<file path="config.mk">
export PLATFORM = sky130hd
export DESIGN_NAME = com_to_fifo_flat
export DESIGN_NICKNAME = d
export VERILOG_FILES = /design/src/rtl/com_pkg.sv /design/src/rtl/com_to_fifo_if.sv /design/src/rtl/crc8_step.sv /design/src/rtl/com_to_fifo.sv /design/src/flat_wrapper.sv
export SDC_FILE = /design/constraint.sdc
export NUM_CORES = 1
export LEC_CHECK = 0
export ABC_AREA = 0
export CORE_MARGIN = 1.5
export CORE_UTILIZATION = 49
export DETAILED_ROUTE_END_ITERATION = 8
export PLACE_DENSITY = 0.75
export SYNTH_ARGS = -nofsm -noshare
export SYNTH_HDL_FRONTEND = slang
export SYNTH_SLANG_ARGS = --single-unit
</file>
<file path="constraint.sdc">
create_clock -name clk -period 2.75 [get_ports clk]
set_clock_uncertainty 0.2 [all_clocks]
set_input_delay 0.4125 -clock clk [delete_from_list [all_inputs] [get_ports clk]]
set_output_delay 0.4125 -clock clk [all_outputs]
set_load 0.005 [all_outputs]
</file>
<file path="src/rtl/com_pkg.sv">
// Shared definitions for the UART receive path: FSM encoding, default CRC
// polynomial and the bit map of the sticky error vector.
package com_pkg;

   localparam logic [7:0]  CRC_POLY_DEFAULT = 8'h07;

   localparam int unsigned BYTE_W = 8;
   localparam int unsigned ERR_W  = 4;

   // Positions inside the sticky error vector
   localparam int unsigned ERR_FRAMING  = 0;
   localparam int unsigned ERR_PARITY   = 1;
   localparam int unsigned ERR_OVERFLOW = 2;
   localparam int unsigned ERR_GLITCH   = 3;

   typedef enum logic [2:0] {
      IDLE   = 3'd0,
      START  = 3'd1,
      DATA   = 3'd2,
      PARITY = 3'd3,
      STOP   = 3'd4,
      PUSH   = 3'd5,
      WAITHI = 3'd6
   } rxState_t;

endpackage

</file>
<file path="src/rtl/com_to_fifo_if.sv">
// Write-side handshake between the UART receiver and its downstream FIFO.
interface com_to_fifo_if;
   import com_pkg::*;

   logic              fifo_busy;
   logic              fifo_full;
   logic              fifo_we;
   logic [BYTE_W-1:0] forSent;

   modport master (
      input  fifo_busy,
      input  fifo_full,
      output fifo_we,
      output forSent
   );

   modport slave (
      output fifo_busy,
      output fifo_full,
      input  fifo_we,
      input  forSent
   );

endinterface

</file>
<file path="src/rtl/crc8_step.sv">
// Byte-wide MSB-first CRC8 update (no reflection, no final XOR), purely
// combinational so a whole byte folds into the CRC in one clock.
module crc8_step
   import com_pkg::*;
#(
   parameter logic [7:0] POLY = CRC_POLY_DEFAULT
) (
   input  logic [7:0] crcIn,
   input  logic [7:0] dataIn,
   output logic [7:0] crcOut_c
);

   logic [7:0] crcWork;

   // Eight unrolled shift/XOR steps
   always_comb begin
      crcWork = crcIn ^ dataIn;
      for (int i = 0; i < 8; i++) begin
         if (crcWork[7]) begin
            crcWork = (crcWork << 1) ^ POLY;
         end else begin
            crcWork = crcWork << 1;
         end
      end
      crcOut_c = crcWork;
   end

endmodule

</file>
<file path="src/rtl/com_to_fifo.sv">
// Oversampling UART receiver that pushes each good byte into a FIFO and keeps
// a running CRC8. Define RX_PARITY_EN for 11-bit frames with even parity.
module com_to_fifo
   import com_pkg::*;
#(
   parameter int unsigned OVERSAMPLE = 16,
   parameter logic [7:0]  CRC_POLY   = CRC_POLY_DEFAULT
) (
   input  logic              clk,
   input  logic              reset,
   input  logic              enable,
   input  logic              rx,
   com_to_fifo_if.master     fifoBus,
   output logic [BYTE_W-1:0] out_data,
   output logic [BYTE_W-1:0] CRC,
   output logic [ERR_W-1:0]  error,
   output logic              isFinish
);

   localparam int unsigned CNT_W = $clog2(OVERSAMPLE);
   localparam logic [CNT_W-1:0] HALF_LAST = CNT_W'(OVERSAMPLE / 2 - 1);
   localparam logic [CNT_W-1:0] BIT_LAST  = CNT_W'(OVERSAMPLE - 1);

   rxState_t          state;
   rxState_t          stateNext;

   logic              rxMeta;
   logic              rxSync;

   logic [CNT_W-1:0]  sampleCnt;
   logic [CNT_W-1:0]  cntNext;
   logic [2:0]        bitCnt;
   logic [2:0]        bitNext;
   logic [BYTE_W-1:0] shiftReg;
   logic [BYTE_W-1:0] shiftNext;

   logic              fifoWeQ;
   logic              weNext;
   logic [BYTE_W-1:0] forSentQ;
   logic [BYTE_W-1:0] forSentNext;
   logic [BYTE_W-1:0] outNext;
   logic [BYTE_W-1:0] crcNext;
   logic [BYTE_W-1:0] crcStep_c;
   logic [ERR_W-1:0]  errNext;

   logic              sampleHalf;
   logic              sampleFull;

   assign fifoBus.fifo_we = fifoWeQ;
   assign fifoBus.forSent = forSentQ;

   assign sampleHalf = (sampleCnt == HALF_LAST);
   assign sampleFull = (sampleCnt == BIT_LAST);

   crc8_step #(
      .POLY (CRC_POLY)
   ) uCrc (
      .crcIn    (CRC),
      .dataIn   (shiftReg),
      .crcOut_c (crcStep_c)
   );

   // State register
   always_ff @(posedge clk) begin
      if (reset) begin
         state <= IDLE;
      end else begin
         state <= stateNext;
      end
   end

   // Next-state and datapath update
   always_comb begin
      stateNext   = state;
      cntNext     = sampleCnt + CNT_W'(1);
      bitNext     = bitCnt;
      shiftNext   = shiftReg;
      weNext      = 1'b0;
      forSentNext = forSentQ;
      outNext     = out_data;
      crcNext     = CRC;
      errNext     = error;

      if (!enable) begin
         stateNext = IDLE;
         cntNext   = '0;
         bitNext   = '0;
      end else begin
         case (state)
            IDLE: begin
               cntNext = '0;
               bitNext = '0;
               if (!rxSync) begin
                  stateNext = START;
               end
            end

            // Re-check the start bit at its midpoint to reject short glitches
            START: begin
               if (sampleHalf) begin
                  cntNext = '0;
                  if (rxSync) begin
                     errNext[ERR_GLITCH] = 1'b1;
                     stateNext           = IDLE;
                  end else begin
                     stateNext = DATA;
                  end
               end
            end

            DATA: begin
               if (sampleFull) begin
                  cntNext   = '0;
                  shiftNext = {rxSync, shiftReg[BYTE_W-1:1]};
                  bitNext   = bitCnt + 3'd1;
                  if (bitCnt == 3'd7) begin
`ifdef RX_PARITY_EN
                     stateNext = PARITY;
`else
                     stateNext = STOP;
`endif
                  end
               end
            end

`ifdef RX_PARITY_EN
            // Even parity: a mismatch is flagged but the byte is still kept
            PARITY: begin
               if (sampleFull) begin
                  cntNext = '0;
                  if ((^shiftReg) ^ rxSync) begin
                     errNext[ERR_PARITY] = 1'b1;
                  end
                  stateNext = STOP;
               end
            end
`endif

            STOP: begin
               if (sampleFull) begin
                  cntNext = '0;
                  if (rxSync) begin
                     stateNext = PUSH;
                  end else begin
                     errNext[ERR_FRAMING] = 1'b1;
                     stateNext            = WAITHI;
                  end
               end
            end

            // Full beats busy: an overflowing byte is dropped immediately
            PUSH: begin
               cntNext = '0;
               if (fifoBus.fifo_full) begin
                  errNext[ERR_OVERFLOW] = 1'b1;
                  stateNext             = IDLE;
               end else if (!fifoBus.fifo_busy) begin
                  weNext      = 1'b1;
                  forSentNext = shiftReg;
                  outNext     = shiftReg;
                  crcNext     = crcStep_c;
                  stateNext   = IDLE;
               end
            end

            WAITHI: begin
               cntNext = '0;
               if (rxSync) begin
                  stateNext = IDLE;
               end
            end

            default: begin
               cntNext   = '0;
               stateNext = IDLE;
            end
         endcase
      end

`ifdef RX_PARITY_EN
      errNext[ERR_PARITY] = errNext[ERR_PARITY];
`else
      errNext[ERR_PARITY] = 1'b0;
`endif
   end

   // Synchronizer, counters and registered outputs
   always_ff @(posedge clk) begin
      if (reset) begin
         rxMeta    <= 1'b1;
         rxSync    <= 1'b1;
         sampleCnt <= '0;
         bitCnt    <= '0;
         shiftReg  <= '0;
         fifoWeQ   <= 1'b0;
         isFinish  <= 1'b0;
         forSentQ  <= '0;
         out_data  <= '0;
         CRC       <= '0;
         error     <= '0;
      end else begin
         rxMeta    <= rx;
         rxSync    <= rxMeta;
         sampleCnt <= cntNext;
         bitCnt    <= bitNext;
         shiftReg  <= shiftNext;
         fifoWeQ   <= weNext;
         isFinish  <= weNext;
         forSentQ  <= forSentNext;
         out_data  <= outNext;
         CRC       <= crcNext;
         error     <= errNext;
      end
   end

endmodule
</file>
<file path="src/flat_wrapper.sv">
// flat-port wrapper written by rule: the top's interface ports become plain ports
module com_to_fifo_flat import com_pkg::*;
#(
   parameter int unsigned OVERSAMPLE = 16,
   parameter logic [7:0]  CRC_POLY   = CRC_POLY_DEFAULT
)
  (clk, reset, enable, rx, out_data, CRC, error, isFinish, fifoBus_fifo_busy, fifoBus_fifo_full, fifoBus_fifo_we, fifoBus_forSent);
  com_to_fifo_if fifoBus_i ();
  input  logic clk;
  input  logic reset;
  input  logic enable;
  input  logic rx;
  output logic [BYTE_W-1:0] out_data;
  output logic [BYTE_W-1:0] CRC;
  output logic [ERR_W-1:0] error;
  output logic isFinish;
  input wire logic [$bits(fifoBus_i.fifo_busy)-1:0] fifoBus_fifo_busy;
  input wire logic [$bits(fifoBus_i.fifo_full)-1:0] fifoBus_fifo_full;
  output wire logic [$bits(fifoBus_i.fifo_we)-1:0] fifoBus_fifo_we;
  output wire logic [$bits(fifoBus_i.forSent)-1:0] fifoBus_forSent;
  assign fifoBus_i.fifo_busy = fifoBus_fifo_busy;
  assign fifoBus_i.fifo_full = fifoBus_fifo_full;
  assign fifoBus_fifo_we = fifoBus_i.fifo_we;
  assign fifoBus_forSent = fifoBus_i.forSent;
  com_to_fifo #(.OVERSAMPLE(OVERSAMPLE), .CRC_POLY(CRC_POLY)) u_core (.clk(clk), .reset(reset), .enable(enable), .rx(rx), .fifoBus(fifoBus_i), .out_data(out_data), .CRC(CRC), .error(error), .isFinish(isFinish));
endmodule
</file>
==> flow_summary.json <==
{
  "worstPathCellList": "clkdlybuf4s50_1 > nand3b_1 > or3_1 > or3_1 > a21oi_1",
  "clk_path_buf_depth": 2,
  "cp_common_cell": "or3_1",
  "synth_top_area_cell": "dfxtp_1",
  "fin_nets": 262,
  "required_ns": 2.77,
  "slew_viol_final": 0,
  "cts-root-buf": "clkbuf_8",
  "core_sq_um": 3770,
  "grt_antenna_before_repair": 0,
  "grt_pass1_vias": 1409,
  "hold_buffers": 0,
  "syn-cell-area_sq_um": 1990,
  "crit_arrival_ns": 2.16,
  "wl_per_cell_um": 12.5,
  "cap_violations": 0,
  "slew_headroom_pct": 65.3,
  "path_class": "in -> reg",
  "viasPerCell": 5.40,
  "multi_input_area_sq_um": 1060,
  "synth_edf_count": 0,
  "hold_viol_final": 0,
  "numCtsBuffers": 5,
  "port_buffers": 34,
  "holdPathStages": 1,
  "grt_overflow": 0,
  "postSynth.asyncResetShare_pct": 0,
  "yosysWarnings": 0,
  "ir_drop_mv": 0.284,
  "cts_htree_levels": 2,
  "yosysSeqAreaShare_pct": 40.3,
  "cpPeakStageDelay_ns": 0.55,
  "leakagePower_nw": 0.865,
  "ff2ff_setup_slack_ns": 0.65,
  "grt_first_pass_wirelength_um": 6490,
  "synth_area_leaders": "dfxtp_1, a21oi_1, nand2_1",
  "place.gp.congestion": 0.871,
  "yosysTopAreaCellShare_pct": 40.3,
  "ys_ff_latch": 40,
  "syn2layout_area_growth_pct": 21.5,
  "clock_latency_ns": 0.29,
  "tightest_slew_ns": 0.518,
  "fmax_ghz": 0.468,
  "worstSetupEndpointType": "register",
  "numClockSinks": 40,
  "synth_ff_type": "dfxtp_1",
  "outcome": "completed",
  "rows": 22,
  "n_fill_cell": 324,
  "rsz0062_at_grt": "no",
  "synthCells": 226,
  "timing.final.crit_period_ns": 2.14,
  "route.detailed.drc": 0,
  "die_y_um": 66.7,
  "register_area_sq_um": 801,
  "grt_max_degree": 30,
  "synth_nets": 235,
  "first_pass_iters": 4,
  "p_per_area_nw_per_um2": 418,
  "hold_class": "reg -> reg",
  "drive_gt1_share_pct": 7.87,
  "start_kind": "input pin",
  "p_total_mw": 1.01,
  "syn_area_per_cell_sq_um": 8.79,
  "die_x_um": 66.7,
  "routed_wl_um": 3770,
  "io_pins": 36,
  "cts_resized": 0,
  "critPathMaxFanout": 13,
  "synth_cell_types": 40,
  "crit_path_top_delay_cell": "or3_1",
  "ff2ff_path_depth": 4,
  "clkTransAtPathRegs_ns": 0.07,
  "drt-initial-drc-count": 81,
  "post_cts_buffers": 0,
  "hpwlAfterDp_um": 2720,
  "ant_nets": 0,
  "cts_tree": "yes",
  "grtUsageTotal_pct": 19.2,
  "tns_ns": 0,
  "min_period_over_period_pct": 77.7,
  "setup_viol": 0,
  "dr_total_vias": 1630,
  "dieArea_sq_um": 4440,
  "initial_core_util_pct": 52.7,
  "diodes": 0
}
[critical path: cells and delay by family]
| kind | cells | cell delay, ns |
|---|---|---|
| simple gates | 3 | 1.09 |
| buf+inv | 1 | 0.50 |
| compound gates | 1 | 0.15 |
[metal layers]
metal / vias to the layer above / global-route usage (%) / part of all wire (%)
met5: - / 0 / 0
met4: 0 / 7.91 / 1.7
met3: 7 / 4.56 / 5.3
met2: 40 / 28.4 / 44
met1: 755 / 26.7 / 49
li1: 828 / - / -
[synth_stat cells (all sizes together), types with 2 or more instances]
| library cell | n |
|---|---|
| a211oi | 5 |
| a21oi | 30 |
| and3 | 2 |
| buf | 11 |
| clkbuf | 10 |
| dfxtp | 40 |
| ha | 3 |
| inv | 3 |
| nand2 | 36 |
| nand2b | 2 |
| nand3 | 5 |
| nand3b | 2 |
| nand4 | 3 |
| nor2 | 11 |
| nor3 | 4 |
| o21ai | 7 |
| o31ai | 2 |
| or2 | 2 |
| or3 | 7 |
| or3b | 3 |
| xnor2 | 15 |
| xnor3 | 4 |
| xor2 | 4 |
| xor3 | 2 |
[logic make-up after synthesis]
| family | count (synthesis) | synth area share [%] |
|---|---|---|
| flip-flops | 40 | 40.3 |
| XOR/XNOR | 25 | 15.6 |
| other | 1 | 0.189 |
| AO/OA/AOI/OAI | 52 | 15.5 |
| adder cells (fa/ha/maj) | 3 | 1.89 |
| AND/OR/NAND/NOR | 81 | 20.1 |
| buffers and inverters | 24 | 6.43 |
[layout make-up]
cell class / count / area share, %
multi-input combinational: 162 / 43.8
sequential: 40 / 33.2
timing repair buffer: 41 / 16.3
clock buffer: 8 / 3.73
tap: 48 / 2.49
inverter: 3 / 0.467
[worst paths after layout]
| path | from | end |
|---|---|---|
| max reg2reg | u_core.shiftReg[6] | u_core.CRC[2] |
| min | u_core.rxMeta | u_core.rxSync |
| min reg2reg | u_core.rxMeta | u_core.rxSync |
| max | enable | u_core.CRC[7] |
[flip-flops by register name, indices dropped and copies added, names as in the netlist]
register                count
u_core.rxSync               1
u_core.rxMeta               1
u_core.CRC                  8
u_core.state                3
u_core.out_data             8
u_core.shiftReg             8
u_core.sampleCnt            4
u_core.fifoBus.fifo_we      1
u_core.error                3
u_core.bitCnt               3
[cells in the final DEF, fill, tap and decap left out, types with 2 or more instances in the layout]
| cell type | n |
|---|---|
| a21oi_1 | 30 |
| xnor3_1 | 3 |
| nand3_1 | 5 |
| or3b_2 | 3 |
| dfxtp_1 | 40 |
| clkdlybuf4s50_1 | 34 |
| or2_2 | 2 |
| xor2_1 | 4 |
| nor2_1 | 11 |
| nor3_1 | 4 |
| nand2b_1 | 2 |
| o31ai_1 | 2 |
| and3_1 | 2 |
| a211oi_1 | 5 |
| xnor2_1 | 15 |
| or3_1 | 7 |
| clkbuf_8 | 6 |
| o21ai_0 | 7 |
| nand3b_1 | 2 |
| nand4_1 | 3 |
| clkbuf_1 | 2 |
| ha_1 | 3 |
| nand2_1 | 36 |
| buf_4 | 7 |
| inv_1 | 3 |
[per-stage QoR]
| step | hold WS (ns) | util (%) | worst slack (ns) | area (sq um) | instances |
|---|---|---|---|---|---|
| after floorplan | 0.189 | - | 0.826 | 1990 | 226 |
| after global placement | 0.192 | 61.6 | 0.383 | 2320 | 294 |
| after detailed placement | 0.199 | 61.6 | 0.324 | 2320 | 294 |
| after CTS | 0.217 | 64.0 | 0.603 | 2410 | 302 |
| after global routing | 0.242 | 64.0 | 0.452 | 2410 | 302 |
| final | 0.213 | 64.0 | 0.613 | 2410 | 302 |
[report_power, final]
group	switching, mW	leakage [nW]	total, mW	internal [mW]
Clock	0.190	0.0455	0.395	0.205
Sequential	0.00101	0.323	0.582	0.581
Combinational	0.0177	0.497	0.0317	0.0140
Note: power is estimated with default switching activity, not from simulation.
